### src/rtl/sonar_echo_responder.sv
// Bus-programmable HC-SR04 style echo responder: watches trig and answers
// with an echo pulse whose width encodes the programmed range.
module sonar_echo_responder #(
    parameter int unsigned F_CPU         = 16000000,
    parameter logic [7:0]  RESP_ADDRESS  = 8'h00,
    parameter int unsigned MIN_TRIG_US   = 10,
    parameter int unsigned ECHO_DELAY_US = 250,
    parameter int unsigned US_PER_INCH   = 149,
    parameter int unsigned NO_OBJ_US     = 38000,
    parameter int unsigned CYCLE_US      = 60000
) (
    input  logic       clk,
    input  logic       rst_n,
    input  logic [7:0] din,
    input  logic [7:0] address,
    input  logic       w_en,
    input  logic       r_en,
    output logic [7:0] dout,
    input  logic       trig,
    output logic       echo
);

    localparam int unsigned TICK_CLKS = (F_CPU + 999999) / 1000000;
    localparam logic [15:0] TICK_LAST = 16'(TICK_CLKS - 1);
    localparam logic [7:0]  MIN_W     = 8'(MIN_TRIG_US);
    localparam logic [15:0] DLY_LAST  = 16'(ECHO_DELAY_US - 1);
    localparam logic [15:0] NO_OBJ    = 16'(NO_OBJ_US);
    localparam logic [15:0] CYC_LAST  = 16'(CYCLE_US - 1);
    localparam logic [15:0] UPI       = 16'(US_PER_INCH);

    typedef enum logic [2:0] {
        S_IDLE,
        S_TRIG,
        S_DELAY,
        S_ECHO,
        S_HOLD
    } state_t;

    state_t      r_state;
    logic [15:0] r_presc;
    logic        r_trig_s1;
    logic        r_trig_s2;
    logic        r_trig_d;
    logic [1:0]  r_ctrl;
    logic [7:0]  r_range;
    logic [7:0]  r_pings;
    logic [15:0] r_cnt;
    logic [7:0]  r_width;
    logic [15:0] r_n;

    logic [7:0]  w_off;
    logic        w_sel_ctrl;
    logic        w_sel_range;
    logic        w_sel_pings;
    logic        w_mapped;
    logic        w_wr_ctrl;
    logic        w_wr_range;
    logic        w_wr_pings;
    logic        w_enable;
    logic        w_tick;
    logic        w_rise;
    logic        w_fall;
    logic        w_accept;
    logic        w_busy;
    logic [15:0] w_prod;
    logic [15:0] w_n_calc;
    logic [15:0] w_cnt_inc;
    logic [16:0] w_cnt_next;
    logic [7:0]  w_rdata;

    // Bus decode relative to the base address
    assign w_off       = address - RESP_ADDRESS;
    assign w_sel_ctrl  = (w_off == 8'd0);
    assign w_sel_range = (w_off == 8'd1);
    assign w_sel_pings = (w_off == 8'd2);
    assign w_mapped    = w_sel_ctrl | w_sel_range | w_sel_pings;
    assign w_wr_ctrl   = w_en & w_sel_ctrl;
    assign w_wr_range  = w_en & w_sel_range;
    assign w_wr_pings  = w_en & w_sel_pings;

    // Enable as it will be after this clk, so a clearing write acts at once
    assign w_enable = w_wr_ctrl ? din[0] : r_ctrl[0];

    assign w_tick = (r_presc == TICK_LAST);
    assign w_rise = r_trig_s2 & ~r_trig_d;
    assign w_fall = ~r_trig_s2 & r_trig_d;
    assign w_busy = (r_state != S_IDLE);

    assign w_accept = (r_state == S_TRIG) & w_fall & w_enable
                    & (r_width >= MIN_W);

    assign w_prod   = {8'd0, r_range} * UPI;
    assign w_n_calc = ((r_range == 8'd0) || r_ctrl[1]) ? NO_OBJ : w_prod;

    assign w_cnt_inc  = (r_cnt == 16'hFFFF) ? r_cnt : r_cnt + 16'd1;
    assign w_cnt_next = {1'b0, r_cnt} + 17'd1;

    always_comb begin
        w_rdata = 8'h00;
        unique case (1'b1)
            w_sel_ctrl:  w_rdata = {5'd0, w_busy, r_ctrl};
            w_sel_range: w_rdata = r_range;
            w_sel_pings: w_rdata = r_pings;
            default:     w_rdata = 8'h00;
        endcase
    end

    always_ff @(posedge clk or negedge rst_n) begin
        if (!rst_n) begin
            r_presc <= 16'd0;
        end else if (w_tick) begin
            r_presc <= 16'd0;
        end else begin
            r_presc <= r_presc + 16'd1;
        end
    end

    always_ff @(posedge clk or negedge rst_n) begin
        if (!rst_n) begin
            r_trig_s1 <= 1'b0;
            r_trig_s2 <= 1'b0;
            r_trig_d  <= 1'b0;
        end else begin
            r_trig_s1 <= trig;
            r_trig_s2 <= r_trig_s1;
            r_trig_d  <= r_trig_s2;
        end
    end

    always_ff @(posedge clk or negedge rst_n) begin
        if (!rst_n) begin
            r_ctrl  <= 2'd0;
            r_range <= 8'd0;
            r_pings <= 8'd0;
        end else begin
            if (w_wr_ctrl) begin
                r_ctrl <= din[1:0];
            end
            if (w_wr_range) begin
                r_range <= din;
            end
            if (w_wr_pings) begin
                r_pings <= 8'd0;
            end else if (w_accept) begin
                r_pings <= r_pings + 8'd1;
            end
        end
    end

    always_ff @(posedge clk or negedge rst_n) begin
        if (!rst_n) begin
            dout <= 8'h00;
        end else if (!w_mapped) begin
            dout <= 8'h00;
        end else if (r_en) begin
            dout <= w_rdata;
        end
    end

    always_ff @(posedge clk or negedge rst_n) begin
        if (!rst_n) begin
            r_state <= S_IDLE;
            echo    <= 1'b0;
            r_cnt   <= 16'd0;
            r_width <= 8'd0;
            r_n     <= 16'd0;
        end else if (!w_enable) begin
            r_state <= S_IDLE;
            echo    <= 1'b0;
            r_cnt   <= 16'd0;
            r_width <= 8'd0;
        end else begin
            unique case (r_state)
                S_IDLE: begin
                    if (w_rise) begin
                        r_width <= 8'd0;
                        r_cnt   <= 16'd0;
                        r_state <= S_TRIG;
                    end
                end
                S_TRIG: begin
                    if (w_fall) begin
                        if (r_width >= MIN_W) begin
                            r_n     <= w_n_calc;
                            r_cnt   <= 16'd0;
                            r_state <= S_DELAY;
                        end else begin
                            r_state <= S_IDLE;
                        end
                    end else if (w_tick && (r_width != 8'hFF)) begin
                        r_width <= r_width + 8'd1;
                    end
                end
                S_DELAY: begin
                    if (w_tick) begin
                        if (r_cnt >= DLY_LAST) begin
                            echo    <= 1'b1;
                            r_cnt   <= 16'd0;
                            r_state <= S_ECHO;
                        end else begin
                            r_cnt <= w_cnt_inc;
                        end
                    end
                end
                S_ECHO: begin
                    if (w_tick) begin
                        r_cnt <= w_cnt_inc;
                        if (w_cnt_next >= {1'b0, r_n}) begin
                            echo    <= 1'b0;
                            r_state <= S_HOLD;
                        end
                    end
                end
                S_HOLD: begin
                    // Counter still runs from echo rise to enforce the cycle time
                    if (r_cnt >= CYC_LAST) begin
                        r_state <= S_IDLE;
                    end else if (w_tick) begin
                        r_cnt <= w_cnt_inc;
                    end
                end
                default: begin
                    r_state <= S_IDLE;
                    echo    <= 1'b0;
                end
            endcase
        end
    end

endmodule

### config.mk
export PLATFORM = sky130hd
export DESIGN_NAME = sonar_echo_responder
export DESIGN_NICKNAME = d
export VERILOG_FILES = /design/src/rtl/sonar_echo_responder.sv
export SDC_FILE = /design/constraint.sdc
export NUM_CORES = 1
export LEC_CHECK = 0
export ABC_AREA = 1
export CAP_MARGIN = 40
export CELL_PAD_IN_SITES_DETAIL_PLACEMENT = 1
export CELL_PAD_IN_SITES_GLOBAL_PLACEMENT = 2
export CORE_ASPECT_RATIO = 0.75
export CORE_MARGIN = 2
export CORE_UTILIZATION = 36
export DETAILED_ROUTE_END_ITERATION = 12
export HOLD_SLACK_MARGIN = 0.12
export PLACE_DENSITY_LB_ADDON = 0.1
export REMOVE_ABC_BUFFERS = 1
export SLEW_MARGIN = 20
export SYNTH_ARGS = -nofsm -noshare
export SYNTH_HDL_FRONTEND = slang
export SYNTH_SLANG_ARGS = --single-unit
### constraint.sdc
create_clock -name clk -period 4.6 [get_ports clk]
set_clock_uncertainty 0.2 [all_clocks]
set_input_delay 0.92 -clock clk [delete_from_list [all_inputs] [get_ports clk]]
set_output_delay 0.92 -clock clk [all_outputs]
set_load 0.01 [all_outputs]
==> key figures <==
Final layout
  • Nets: about 1,000
  • Most frequent cells in the layout: nand2_1 (200), inv_1 (158), nor2_1 (104), dfrtp_1 (89), nand3_1 (66)
  • Most common cell after layout, fill and taps aside: nand2_1
  • Ratio of cells with drive above 1 in the final layout: 0.0462
  • Synth-to-layout area growth: 12.6%
  • # diodes: 0
  • Final instance area: roughly 7400 um^2
  • Layout Cells excl Fill: about 1,200

Clock network
  • Num CTS Buffers: 9
  • Gates resized, CTS repair: 0
  • Clock transition at path regs: approximately 0.08 ns
  • TritonCTS clock tree: done
  • Worst skew pair latency: about 0.36 ns
  • CTS Hold Buffers Added: 0
  • TritonCTS Sinks: 89
  • CTS Buffer Depth: 2
  • H-tree Lvls: 3
  • Post-CTS Setup Inserts: 0
  • Root buf cell: clkbuf_16

Power
  • Tot Pwr: roughly 3.1 mW
  • Pwr Density: 411 nW/um^2
  • Leakage: 3.95 nW
  • Worst vdd ir: around 0.19 mV

Routing
  • Vias per cell: around 4.9
  • Post-Route WL: between 15,000 and 20,000 um
  • Wire length per cell: between 15 and 20 um
  • Routed vias: about 5,700
  • Remaining DRCs: 0
  • Number of DRC markers in iteration 0: 234
  • Drt first pass iters: 4
  • Final ANT Viol Nets: 0

Flow run
  • Max Cap Viol: 0

STA
  • Min Tclk post-route: between 3 and 4 ns
  • Final setup vio count: 0
  • Max-slew violations: 0
  • Final Hold Viols: 0
  • Setup_tns: 0 ns
  • Rel. slew slack: 0.569
  • RSZ-0062 raised after global routing: no
  • Fin Hold WS: 0.183 ns
  • Max Fclk: ~270 MHz
  • Crit share post-route: 0.798
  • Slew at the pin closest to its max-slew limit: around 0.64 ns

Critical path
  • Type of element capturing the critical path: register
  • Setup Crit Path Kind: reg -> reg
  • R2R depth: 15
  • CP required: roughly 4.6 ns
  • CP Launch Type: register
  • CP Data Arrival Time: ~3.7 ns
  • Critical Path Fanout Max: 5

Global routing
  • Initial antenna violation count: 0
  • First-pass GRT wire length: 31,400 um
  • Gr ovfl total: 0
  • GRT Total Usage: 0.204
  • Pin count of the biggest net entering global routing: 54
  • Vias in the first global route: roughly 6,200

Floorplanning
  • Die area: a little under 20,000 um^2
  • Core area: about 18,000 um^2
  • Rows: 42
  • Starting density of the core: 0.371
  • Die H: about 120 um
  • Ports: 30
  • Width of the chip: between 150 and 200 um

Synthesis
  • Ys Warns: 0
  • Asr flop ratio synth: 1.00
  • Mean Syn Cell Area: 7.39 um^2
  • Post-synth EDFFs: 0
  • Synth unique cells: 40
  • Sequential share of the synthesized area: 0.337
  • #FFs+latches synth: 89
  • Top_reg_cell synth: dfrtp_1
  • Syn Std Cell Area: 6610 um^2
  • Post-Synthesis Cells: 895

Place
  • Detailed Place HPWL: approximately 15,000 um
  • Input/output buffers: 29
  • DP Area: about 7000 um^2
  • # placed instances: roughly 1,200
  • Gp weighted congestion: 0.828

Status
  • Status: completed

Hold path
  • HP Class: reg -> reg
  • Worst Hold Depth: 0
-- logic make-up (layout without fill, tap and decap cells) --
| family | Yosys count | count (layout) | share of synthesized area |
|---|---|---|---|
| adders and majority gates | 69 | 69 | 0.139 |
| and+or+nand+nor | 432 | 432 | 0.292 |
| AOI/OAI and AO/OA | 103 | 103 | 0.0863 |
| buffers and inverters | 172 | 208 | 0.107 |
| xor gates and xnor gates | 30 | 30 | 0.0397 |
| DFF | 89 | 89 | 0.337 |
-- synth_stat cells, types with 8 or more instances --
library cell	instances	area [um^2]
nand4_1	19	119
inv_1	158	593
nor2_1	104	390
o22ai_1	8	50.1
dfrtp_1	89	2230
ha_1	62	776
nand3_1	66	330
xor2_1	28	245
o21ai_0	41	205
nand2_1	200	751
nor3_1	14	70.1
a21oi_1	29	145
o21ai_1	11	55.1
-- final cells by class --
cell class                      instances  area, um^2
Clock buffer                           10         229
Clock inverter                          6        71.3
Fill cell                            2229       10400
Inverter                              160         604
Multi-Input combinational cell        634        3680
Sequential cell                        89        2230
Tap cell                              242         303
Timing Repair Buffer                   32         330
-- where the power goes --
part	leakage [nW]	switching [mW]	internal [mW]	total, mW
clock network	0.140	0.353	0.428	0.781
registers	1.10	0.104	0.894	0.998
logic	2.71	0.853	0.425	1.28
total	3.95	1.31	1.75	3.06
-- state kept, by name, summed over array words and instances, names as in the netlist --
name       flops
dout           8
echo           1
r_ctrl         2
r_cnt         16
r_range        8
r_trig_d       1
r_pings        8
r_width        8
r_trig_s2      1
r_n           16
r_state        3
r_presc       16
r_trig_s1      1
-- critical path: stages (launching register included) --
cell and delay [ns]:
dfrtp_1 0.44, ha_1 0.32, ha_1 0.27, inv_1 0.05
fa_1 0.50, fa_1 0.54, inv_1 0.04, ha_1 0.31
inv_1 0.09, nor3_1 0.25, nand2_1 0.08, nand2_1 0.10
nand2_1 0.06, nand2_1 0.06, xor2_1 0.15, o21ai_1 0.07
-- worst paths after layout --
path | to | slack (ns) | start
max in group asynchronous | r_presc[14] | 3.30 | rst_n
worst min register to register | r_trig_s2 | 0.18 | r_trig_s1
min in group asynchronous | r_n[11] | 0.28 | rst_n
worst max register to register | r_n[13] | 0.93 | r_range[4]
worst max-delay path | r_n[13] | 0.93 | r_range[4]
worst min-delay path | r_trig_s2 | 0.18 | r_trig_s1
-- through the flow --
stage	utilization	setup WS, ns
floorplan	-	1.16
global placement	0.399	0.985
detailed placement	0.401	0.940
CTS	0.418	0.917
global route	0.418	0.664
finish	0.418	0.930
-- per-layer routing --
metal	GRT usage	share of wire	up-vias
met5	0	0	-
met2	0.321	0.42	56
met3	0.0444	0.033	17
met1	0.291	0.53	2768
li1	-	-	2906
met4	0.0389	0.010	0
Note: power is estimated with default switching activity, not from simulation.
